--- src/rtl/stopwatch_control.sv ---
// Stopwatch operator front end: conditions the raw KEY0/KEY1 push buttons
// (synchroniser + debouncer + press detector) and runs the
// start/pause/lap/clear state machine that drives the time chain.

module StopwatchKeyConditioner #(
    parameter int DEBOUNCE_CYCLES = 500_000,
    parameter int CNT_W           = 19
) (
    input  logic i_clk,
    input  logic i_reset,
    input  logic i_key_n,
    output logic o_press
);

    localparam logic [CNT_W-1:0] CNT_LAST = CNT_W'(DEBOUNCE_CYCLES - 1);

    logic             sync1_q;
    logic             sync2_q;
    logic             level_q;
    logic             level_d;
    logic [CNT_W-1:0] cnt_q;
    logic [CNT_W-1:0] cnt_d;
    logic             press_q;
    logic             press_d;

    // Accept a new key level only after it has disagreed with the current one for a full window
    always_comb begin
        level_d = level_q;
        cnt_d   = '0;
        press_d = 1'b0;
        if (sync2_q != level_q) begin
            if (cnt_q == CNT_LAST) begin
                level_d = sync2_q;
                cnt_d   = '0;
                press_d = ~sync2_q;
            end else begin
                cnt_d = cnt_q + CNT_W'(1);
            end
        end
    end

    // Synchroniser, debounce state and registered press pulse; idle level is released (high)
    always_ff @(posedge i_clk) begin
        if (i_reset) begin
            sync1_q <= 1'b1;
            sync2_q <= 1'b1;
            level_q <= 1'b1;
            cnt_q   <= '0;
            press_q <= 1'b0;
        end else begin
            sync1_q <= i_key_n;
            sync2_q <= sync1_q;
            level_q <= level_d;
            cnt_q   <= cnt_d;
            press_q <= press_d;
        end
    end

    assign o_press = press_q;

endmodule

module stopwatch_control #(
    parameter int DEBOUNCE_CYCLES = 500_000,
    parameter int CNT_W           = 19
) (
    input  logic       i_clk,
    input  logic       i_reset,
    input  logic       i_key_start_n,
    input  logic       i_key_lap_n,
    output logic       o_run,
    output logic       o_freeze,
    output logic       o_clear,
    output logic [1:0] o_state
);

    typedef enum logic [1:0] {
        IDLE    = 2'b00,
        RUNNING = 2'b01,
        PAUSED  = 2'b10,
        LAP     = 2'b11
    } state_t;

    logic   start_press;
    logic   lap_press;
    state_t state_q;
    state_t state_d;
    logic   run_q;
    logic   run_d;
    logic   freeze_q;
    logic   freeze_d;
    logic   clear_q;
    logic   clear_d;

    StopwatchKeyConditioner #(
        .DEBOUNCE_CYCLES (DEBOUNCE_CYCLES),
        .CNT_W           (CNT_W)
    ) u_start_key (
        .i_clk   (i_clk),
        .i_reset (i_reset),
        .i_key_n (i_key_start_n),
        .o_press (start_press)
    );

    StopwatchKeyConditioner #(
        .DEBOUNCE_CYCLES (DEBOUNCE_CYCLES),
        .CNT_W           (CNT_W)
    ) u_lap_key (
        .i_clk   (i_clk),
        .i_reset (i_reset),
        .i_key_n (i_key_lap_n),
        .o_press (lap_press)
    );

    // Next state and next outputs; start takes priority so a simultaneous lap is dropped
    always_comb begin
        state_d = state_q;
        clear_d = 1'b0;
        case (state_q)
            IDLE: begin
                if (start_press) begin
                    state_d = RUNNING;
                end else if (lap_press) begin
                    clear_d = 1'b1;
                end
            end
            RUNNING: begin
                if (start_press) begin
                    state_d = PAUSED;
                end else if (lap_press) begin
                    state_d = LAP;
                end
            end
            LAP: begin
                if (start_press) begin
                    state_d = PAUSED;
                end else if (lap_press) begin
                    state_d = RUNNING;
                end
            end
            PAUSED: begin
                if (start_press) begin
                    state_d = RUNNING;
                end else if (lap_press) begin
                    state_d = IDLE;
                    clear_d = 1'b1;
                end
            end
            default: begin
                state_d = IDLE;
            end
        endcase
        run_d    = (state_d == RUNNING) || (state_d == LAP);
        freeze_d = (state_d == LAP);
    end

    // State and output registers so the time chain sees glitch-free controls
    always_ff @(posedge i_clk) begin
        if (i_reset) begin
            state_q  <= IDLE;
            run_q    <= 1'b0;
            freeze_q <= 1'b0;
            clear_q  <= 1'b0;
        end else begin
            state_q  <= state_d;
            run_q    <= run_d;
            freeze_q <= freeze_d;
            clear_q  <= clear_d;
        end
    end

    assign o_run    = run_q;
    assign o_freeze = freeze_q;
    assign o_clear  = clear_q;
    assign o_state  = state_q;

endmodule
--- config.mk ---
export PLATFORM = sky130hd
export DESIGN_NAME = stopwatch_control
export DESIGN_NICKNAME = d
export VERILOG_FILES = /design/src/rtl/stopwatch_control.sv
export SDC_FILE = /design/constraint.sdc
export NUM_CORES = 1
export LEC_CHECK = 0
export BUFFER_PORTS_ARGS = -buffer_cell sky130_fd_sc_hd__clkbuf_2
export CORE_AREA = 2 2 106 77
export CTS_CLUSTER_DIAMETER = 60
export DETAILED_ROUTE_END_ITERATION = 8
export DIE_AREA = 0 0 108 79
export PLACE_DENSITY = 0.46
export SKIP_LAST_GASP = 1
export SYNTH_ARGS = -nofsm -noshare
export SYNTH_HDL_FRONTEND = slang
export SYNTH_SLANG_ARGS = --single-unit
--- constraint.sdc ---
create_clock -name i_clk -period 5.2 [get_ports i_clk]
set_clock_uncertainty 0.05 [all_clocks]
set_input_delay 0 -clock i_clk [delete_from_list [all_inputs] [get_ports i_clk]]
set_output_delay 0 -clock i_clk [all_outputs]
set_load 0.1 [all_outputs]
==> results.tsv, run 1 <==
metric	value	unit
status	finished clean	
dp_hpwl	2810	um
reg_top3	u_lap_key.cnt_q x19, u_start_key.cnt_q x19	
clk_pin_slew	0.08	ns
tightest_slew	0.589	ns
initial_core_util	28.2	%
cts_max_path_buffers	2	
tns	0	ns
grt_max_degree	20	
grt_util_met1	14.4	%
ys_async_sr_fraction	0	%
final_cells	357	
worstSetupEndpointType	flop	
cp.arrival	2.22	ns
cts_tree	yes	
die_h	79	um
slew_violations	0	
track_usage	10.4	%
irDropWorstVdd	0.0851	mV
clock-sinks	50	
ant_nets	0	
period_needed	2.05	ns
grt_pass1_wl	7000	um
synth_top_family_by_area	simple AND/OR/NAND/NOR gates	
h-tree-depth	2	
grt_pass1_vias	1555	
rsz0062_at_grt	no	
wl_per_cell	11.3	um
fillers	808	
placedCellCount	349	
synth_edf_count	0	
hold_viol_final	0	
met2_usage	15.0	%
max-cap-violations	0	
critPathMaxFanout	8	
fin_nets	263	
drc	0	
syn_inst	244	
gr-total-overflow	0	
io_buffers	8	
synth_top_flop_cell	dfxtp_1	
cts_root_buf	clkbuf_8	
avgViaCountPerCell	4.54	
synth_mux_area_share	0.932	%
fin_crit_sh	39.3	%
dr.first_iter.drc_count	87	
insertion_delay	0.29	ns
hp-class	in -> reg	
yosys.area_share.simple	30.5	%
layout_common_cells	dfxtp_1 (50), nor2_1 (49), xnor2_1 (28)	
synthAdderAreaFrac	1.17	%
synth_area_per_cell	8.80	um2
cts_setup_buffers	0	
critPathLaunchType	flop	
p_total	0.616	mW
yosys.area_share.xor_xnor	13.1	%
finalSetupViolCount	0	
place_area	2290	um2
gr-usage-met3	3.20	%
hold_slack	0.0129	ns
synth.distinct_cells	35	
gp_congestion	0.736	
yosys_register_bits	50	
diodes	0	
antenna_found_initial	0	
dieArea	8530	um2
syn_to_final_growth	11.4	%
synth_compound_area_share	4.31	%
core	7600	um2
wl	4050	um
yosysWarningCount	0	
vias	1620	
fp.dieW	108	um
busiest_layer	met2	
worstSetupPathType	reg -> reg	
final_common_cell	dfxtp_1	
p_leak	0.657	nW
netlist_area	2150	um2
pin_count	9	
fmax	489	MHz
power_density	258	nW/um2
drive_gt1_share	8.59	%
cp.required	5.38	ns
relSlewSlack	60.4	%
fin_area	2390	um2
row_count	27	
syn_nets	250	
first_pass_iters	4	
ys_seq_area_share	46.6	%
numCtsBuffers	5	
[where the power goes]
part           internal (mW)  total, mW  switching, mW
logic                0.00413    0.00981        0.00568
registers              0.384      0.385        0.00101
clock network          0.103      0.221          0.118
total                  0.491      0.616          0.125
[worst paths after layout]
| check | start | to | slack (ns) | cells after the start |
|---|---|---|---|---|
| setup / recovery | u_lap_key.cnt_q[0] | u_lap_key.cnt_q[18] | 3.15 | 5 |
| hold / removal | i_reset | o_state[1] | 0.01 | 2 |
| setup reg to reg | u_lap_key.cnt_q[0] | u_lap_key.cnt_q[18] | 3.15 | 5 |
| hold reg to reg | u_lap_key.sync1_q | u_lap_key.sync2_q | 0.36 | 1 |
[cell usage after synthesis (all sizes together), types with 6 or more instances]
cell type	n	area share, %
nand2	8	1.4
nor2	49	8.6
nand4	9	2.6
dfxtp	50	47
xnor2	28	11
a21oi	6	1.4
nor3	11	2.6
nor4	12	3.5
inv	11	1.9
o21ai	7	2.2
nand3	15	3.5
[through the flow]
stage	utilization, %	setup slack [ns]
floorplan	-	3.35
global placement	30.1	3.21
detailed placement	30.1	3.16
CTS	31.5	3.14
global route	31.5	2.98
finish	31.5	3.15
[what timing repair did]
item | 4_1_cts | 5_1_grt
hold endpoints to repair | 2 | 0
gates resized for setup | 0 | 0
setup endpoints to repair | 0 | 0
hold buffers | 2 | 0
[layer usage]
layer  vias up  part of all wire [%]
li1        862                     -
met1       729                    57
met2        22                    38
met3         7                   3.9
met4         0                   1.4
met5         -                     0
[kinds of logic after synthesis]
kind of cell,count (synthesis)
buffers and inverters,16
AO/OA/AOI/OAI,15
AND/OR/NAND/NOR,127
multiplexers,2
adder cells (fa/ha/maj),2
flip-flops,50
XOR/XNOR,32
[final cells by class]
| class | count | area (um2) | share of cell area (%) |
|---|---|---|---|
| Clock buffer | 6 | 82.6 | 3.45 |
| Sequential cell | 50 | 1000 | 41.8 |
| Timing Repair Buffer | 11 | 67.6 | 2.82 |
| Multi-Input combinational cell | 178 | 1070 | 44.9 |
| Inverter | 11 | 41.3 | 1.73 |
| Tap cell | 101 | 126 | 5.28 |
[worst max-delay path: stages (launching register included)]
cell     delay (ns)
dfxtp_1        0.38
ha_1           0.21
nand3_1        0.26
or4_1          0.62
or3_1          0.32
a21oi_1        0.13
(Power assumes the default switching activity.)
==> run 2, diff against run 1 <==
- clock period: 5.2 -> 1.9 ns (I/O delays scaled with it)
==> run 2 against run 1 <==
  * Cell count increased by 4.5%
  * Critical path depth unchanged
  * Sequential cell count unchanged
  * Die area unchanged
  * Register-to-register slack got worse by 3.0 ns
  * Hold slack got worse by 0.0036 ns
==> results.tsv, run 2 (synthesis results as in run 1) <==
metric	value	unit	change
status	finished clean		
cts_tree	yes		
initial_core_util	28.2	%	unchanged
numCtsBuffers	5		unchanged
critPathLaunchType	flop		
pin_count	9		unchanged
dieArea	8530	um2	unchanged
slowest_delay	0.57	ns	-0.05 ns
worstSetupEndpointType	flop		
row_count	27		unchanged
cp_slowest_cell	or4b_1		
drc	0		unchanged
tns	0	ns	unchanged
first_pass_iters	4		unchanged
ant_nets	0		unchanged
die_h	79	um	unchanged
wl	4340	um	+7.2%
power.net_switching	0.372	mW	+200%
avgViaCountPerCell	4.55		+0.20%
holdPathStages	2		unchanged
cp.arrival	1.93	ns	-0.29 ns
finalSetupViolCount	0		unchanged
gp_congestion	0.732		-0.46%
fmax	561	MHz	+15%
relSlewSlack	62.3	%	+2.0 points
p_leak	0.739	nW	+13%
io_buffers	8		unchanged
insertion_delay	0.30	ns	about the same
power_density	719	nW/um2	+180%
critPathLaunch	u_lap_key.cnt_q[11]		
power_frac_seq	57.6	%	-4.9 points
layout_common_cells	nor2_1 (49), dfxtp_1 (48), xnor2_1 (28)		
slew_violations	0		unchanged
period_needed	1.78	ns	-0.262 ns
hold_viol_final	0		unchanged
reg2reg_slack	0.12	ns	-3.04 ns
ff2ff_path_depth	5		unchanged
path_cells	or4b_1 -> or3_4 -> o21ai_4 -> buf_12 -> a21oi_1		
reg2reg_from	u_lap_key.cnt_q[11]		
vias	1696		+4.7%
cp.required	2.04	ns	-3.34 ns
crit_end	u_lap_key.cnt_q[18]		
core	7600	um2	unchanged
cts_setup_buffers	0		unchanged
diodes	0		unchanged
h-tree-depth	2		unchanged
worstSetupPathType	reg -> reg		
gr-total-overflow	0		unchanged
grt_pass1_vias	1627		+4.6%
clock-sinks	50		unchanged
syn_to_final_growth	18.6	%	
power.share.clock	40.8	%	+4.9 points
fp.dieW	108	um	unchanged
clk_pin_slew	0.09	ns	about the same
final_cells	373		+4.5%
fin_nets	277		+5.3%
reg_top3	u_lap_key.cnt_q x19, u_start_key.cnt_q x19		
r2r-end	u_lap_key.cnt_q[18]		
p_sw_share	20.3	%	+0.047 points
cts_max_path_buffers	2		unchanged
track_usage	11.4	%	+1.0 points
tightest_slew	0.560	ns	-0.0292 ns
final_common_cell	nor2_1		
irDropWorstVdd	0.295	mV	+250%
max-cap-violations	0		unchanged
critPathMaxFanout	19		+11
dp_hpwl	3070	um	+9.3%
fin_crit_sh	93.9	%	+55 points
grt_pass1_wl	7610	um	+8.8%
placedCellCount	363		+4.0%
dr.first_iter.drc_count	97		+11%
antenna_found_initial	0		unchanged
drive_gt1_share	15.1	%	+6.5 points
grt_max_degree	20		unchanged
setup_ws	0.116	ns	-3.04 ns
p_int	1.46	mW	+200%
pwr-share-comb	1.6	%	about the same
rsz0062_at_grt	no		
cts_root_buf	clkbuf_8		
wl_per_cell	11.6	um	+2.6%
hp-class	in -> reg		
pre_cts_ws	0.108	ns	-3.05 ns
## run 2: cell types whose count changed in the layout (fill, tap and decap cells not counted)
| cell | delta |
|---|---|
| ha_2 | +1 |
| bufinv_16 | +1 |
| clkbuf_8 | -1 |
| clkinvlp_4 | +1 |
| dfxtp_1 | -2 |
| or4_1 | -1 |
| or4_4 | +1 |
| buf_12 | +1 |
| dfxtp_2 | +2 |
| clkbuf_1 | +1 |
| ha_1 | -1 |
| buf_4 | +13 |
## run 2: power groups by stage
stage	Sequential (mW)	Clock, mW	Combinational (mW)
after global placement	1.08	0	0.0267
after CTS	1.06	0.783	0.0301
after global routing	1.06	0.826	0.0334
after detailed placement	1.08	0	0.0267
after floorplan	1.08	0	0.0164
final	1.06	0.746	0.0293
## run 2: how the worst min path moves through the flow
| stage | from | to |
|---|---|---|
| 2_1_floorplan | i_key_lap_n | u_lap_key.sync1_q |
| 5_1_grt | i_reset | o_state[1] |
| 3_3_place_gp | i_key_lap_n | u_lap_key.sync1_q |
| 4_1_cts | i_reset | o_state[1] |
| 6_report | i_reset | o_state[1] |
| 3_5_place_dp | i_key_start_n | u_start_key.sync1_q |
## run 2: cell type report
cell class                 count  area [um2]
fill                         797        5050
inverter                      11        41.3
clock buffer                   6        72.6
sequential                    50        1000
clock inverter                 2        37.5
timing repair buffer          25         185
multi-input combinational    178        1080
tap                          101         126
## run 2: what timing repair did
| action | 4_1_cts | 5_1_grt |
|---|---|---|
| resized for setup | 0 | 4 |
| hold buffers | 2 | 0 |
| setup endpoints to repair | 0 | 1 |
| endpoints found under the hold margin | 2 | 0 |
## run 2: critical path, delay by kind of cell, from the launching register on
family	cells	cell delay [ns]
flip-flops	1	0.32
AND/OR/NAND/NOR	2	0.94
AO/OA/AOI/OAI	2	0.20
buffers and inverters	1	0.16
## run 2: per-stage QoR
| stage | hold WS, ns | instance area (um2) | power, mW | util, % |
|---|---|---|---|---|
| floorplan | 0.0538 | 2150 | 1.10 | - |
| global placement | 0.143 | 2410 | 1.11 | 31.7 |
| detailed placement | 0.143 | 2410 | 1.11 | 31.7 |
| CTS | 0.00184 | 2540 | 1.87 | 33.4 |
| global route | 0.0207 | 2550 | 1.92 | 33.5 |
| finish | 0.00926 | 2550 | 1.83 | 33.5 |
## run 2: layer usage
layer,GRT usage (%),part of all wire (%),up-vias
met3,3.20,3.7,5
met2,15.7,37,23
li1,-,-,902
met4,4.62,1.2,0
met1,16.6,58,766
met5,0,0,-
==> run 3, diff against run 2 <==
- CORE_AREA: 2 2 106 77 -> 2 2 88 90
- DIE_AREA: 0 0 108 79 -> 0 0 90 92
- PLACE_DENSITY: 0.46 -> 0.47
==> run 3 against run 2 <==
  * Core utilization rose by 0.57 points
  * Register-to-register slack about the same
  * Critical endpoint is now u_lap_key.cnt_q[5]
  * Critical path type unchanged
  * Largest cell class unchanged
  * Largest power group unchanged
  * Setup slack better by 0.0050 ns
  * Cell count is 0.27% lower
  * First-iteration DRC count fell by 47%
  * Via count is 1.9% lower
  * Sequential cell count did not move
  * Global-route usage down 0.88 points
  * Combinational power decreased by 2%
  * Sequential share of layout area up 0.14 points
  * Non-clock buffer count is 1 lower
  * Hold slack better by 0.0063 ns
==> results.tsv, run 3 (synthesis results as in run 1) <==
metric	value	unit	change
status	finished clean		
grt_pass1_wl	7230	um	-5.0%
numCtsBuffers	5		unchanged
drc	0		unchanged
ff2ff_path_depth	5		unchanged
dr.first_iter.drc_count	51		-47%
first_pass_iters	5		+1
hold_slack	0.0155	ns	+0.00628 ns
initial_core_util	28.8	%	+0.58 points
gr-total-overflow	0		unchanged
finalSetupViolCount	0		unchanged
vias	1663		-1.9%
irDropWorstVdd	0.233	mV	-21%
wl_per_cell	10.5	um	-10%
avgViaCountPerCell	4.47		-1.7%
h-tree-depth	2		unchanged
fin_crit_sh	93.6	%	-0.26 points
slew_violations	0		unchanged
r2r-end	u_lap_key.cnt_q[5]		
min_to	o_state[1]		
dieArea	8280	um2	-3.0%
worstSetupEndpointType	flop		
max-cap-violations	0		unchanged
hp-class	in -> reg		
drive_gt1_share	14.8	%	-0.26 points
tightest_slew	0.537	ns	-0.0226 ns
reg_top3	u_lap_key.cnt_q x19, u_start_key.cnt_q x19		
fillers	795		-0.25%
cp.arrival	1.92	ns	about the same
insertion_delay	0.30	ns	about the same
pwr-share-comb	1.6	%	about the same
power.share.clock	40.2	%	-0.6 points
pin_count	9		unchanged
fp.dieW	90	um	-17%
ant_nets	0		unchanged
hold_viol_final	0		unchanged
period_needed	1.78	ns	-0.00497 ns
cp.required	2.04	ns	about the same
holdPathStages	2		unchanged
cts_setup_buffers	0		unchanged
syn_to_final_growth	18.2	%	
tns	0	ns	unchanged
power.net_switching	0.360	mW	-3.2%
critPathLaunchType	flop		
p_leak	0.737	nW	-0.36%
gp_congestion	0.792		+8.2%
worstSetupPathType	reg -> reg		
reg2reg_from	u_lap_key.cnt_q[11]		
cts_max_path_buffers	2		unchanged
clk_pin_slew	0.09	ns	about the same
wl	3890	um	-10%
track_usage	10.5	%	-0.88 points
die_h	92	um	+16%
final_common_cell	nor2_1		
p_int	1.45	mW	-0.40%
cts_root_buf	clkbuf_8		
fmax	562	MHz	+0.28%
p_sw_share	19.8	%	-0.46 points
clock-sinks	50		unchanged
row_count	32		+19%
grt_max_degree	20		unchanged
reg2reg_slack	0.12	ns	about the same
diodes	0		unchanged
dp_hpwl	2710	um	-12%
io_buffers	8		unchanged
power_density	714	nW/um2	-0.62%
power_frac_seq	58.2	%	+0.6 points
antenna_found_initial	0		unchanged
min_from	i_reset		
relSlewSlack	64.3	%	+2.0 points
rsz0062_at_grt	no		
critPathMaxFanout	19		unchanged
cts_tree	yes		
core	7450	um2	-2.0%
fin_nets	276		-0.36%
grt_pass1_vias	1595		-2.0%
layout_common_cells	nor2_1 (49), dfxtp_1 (48), xnor2_1 (28)		
run 3: cell types whose count changed in the layout (fill, tap and decap cells not counted), sizes merged:
| cell | delta |
|---|---|
| clkbuf | -1 |
| clkinvlp | -1 |
| clkinv | +1 |
| buf | -1 |
run 3: stage by stage:
| step | setup WS [ns] | power [mW] | cell area [um2] | util, % | instances |
|---|---|---|---|---|---|
| floorplan | 0.0541 | 1.10 | 2150 | - | 244 |
| global placement | 0.120 | 1.11 | 2400 | 32.2 | 363 |
| detailed placement | 0.0773 | 1.11 | 2400 | 32.2 | 363 |
| CTS | 0.0638 | 1.85 | 2530 | 34.0 | 372 |
| global route | 0.00854 | 1.89 | 2540 | 34.1 | 372 |
| finish | 0.121 | 1.81 | 2540 | 34.1 | 372 |
run 3: final cells by class:
| cell class | instances | area [um2] | share of cell area (%) |
|---|---|---|---|
| Clock buffer | 5 | 68.8 | 2.71 |
| Clock inverter | 2 | 38.8 | 1.53 |
| Inverter | 11 | 41.3 | 1.63 |
| Multi-Input combinational cell | 178 | 1080 | 42.6 |
| Sequential cell | 50 | 1000 | 39.5 |
| Tap cell | 102 | 128 | 5.03 |
| Timing Repair Buffer | 24 | 178 | 7.00 |
run 3: worst max path at each step:
stage / depth (start not counted) / end / start
2_1_floorplan: 5 / u_lap_key.cnt_q[18] / u_lap_key.cnt_q[0]
3_3_place_gp: 5 / u_lap_key.cnt_q[18] / u_lap_key.cnt_q[0]
3_5_place_dp: 5 / u_lap_key.cnt_q[18] / u_lap_key.cnt_q[0]
4_1_cts: 5 / u_lap_key.cnt_q[18] / u_lap_key.cnt_q[0]
5_1_grt: 5 / u_lap_key.cnt_q[18] / u_lap_key.cnt_q[0]
6_report: 5 / u_lap_key.cnt_q[5] / u_lap_key.cnt_q[11]
run 3: power by group through the flow:
stage / clock network [mW] / registers (mW) / logic, mW
2_1_floorplan: 0 / 1.08 / 0.0164
3_3_place_gp: 0 / 1.08 / 0.0260
3_5_place_dp: 0 / 1.08 / 0.0260
4_1_cts: 0.765 / 1.06 / 0.0292
5_1_grt: 0.800 / 1.06 / 0.0326
6_report: 0.729 / 1.05 / 0.0288
run 3: worst max-delay path: stages, from the launching register on:
cell and delay (ns):
dfxtp_1 0.31, or4b_1 0.57, or3_4 0.37, o21ai_4 0.15, buf_12 0.16, nor2_1 0.05
run 3: per-layer routing:
layer | vias up | GRT usage, % | routed length (um)
met3 | 5 | 2.47 | 105
met5 | - | 0 | 0
met1 | 749 | 13.9 | 1970
met4 | 0 | 3.72 | 41
met2 | 15 | 16.9 | 1770
li1 | 894 | - | -
run 3: timing repair:
action / CTS / global route
hold buffers: 2 / 0
gates resized for setup: 0 / 4
hold endpoints to repair: 2 / 0
setup endpoints to repair: 0 / 1
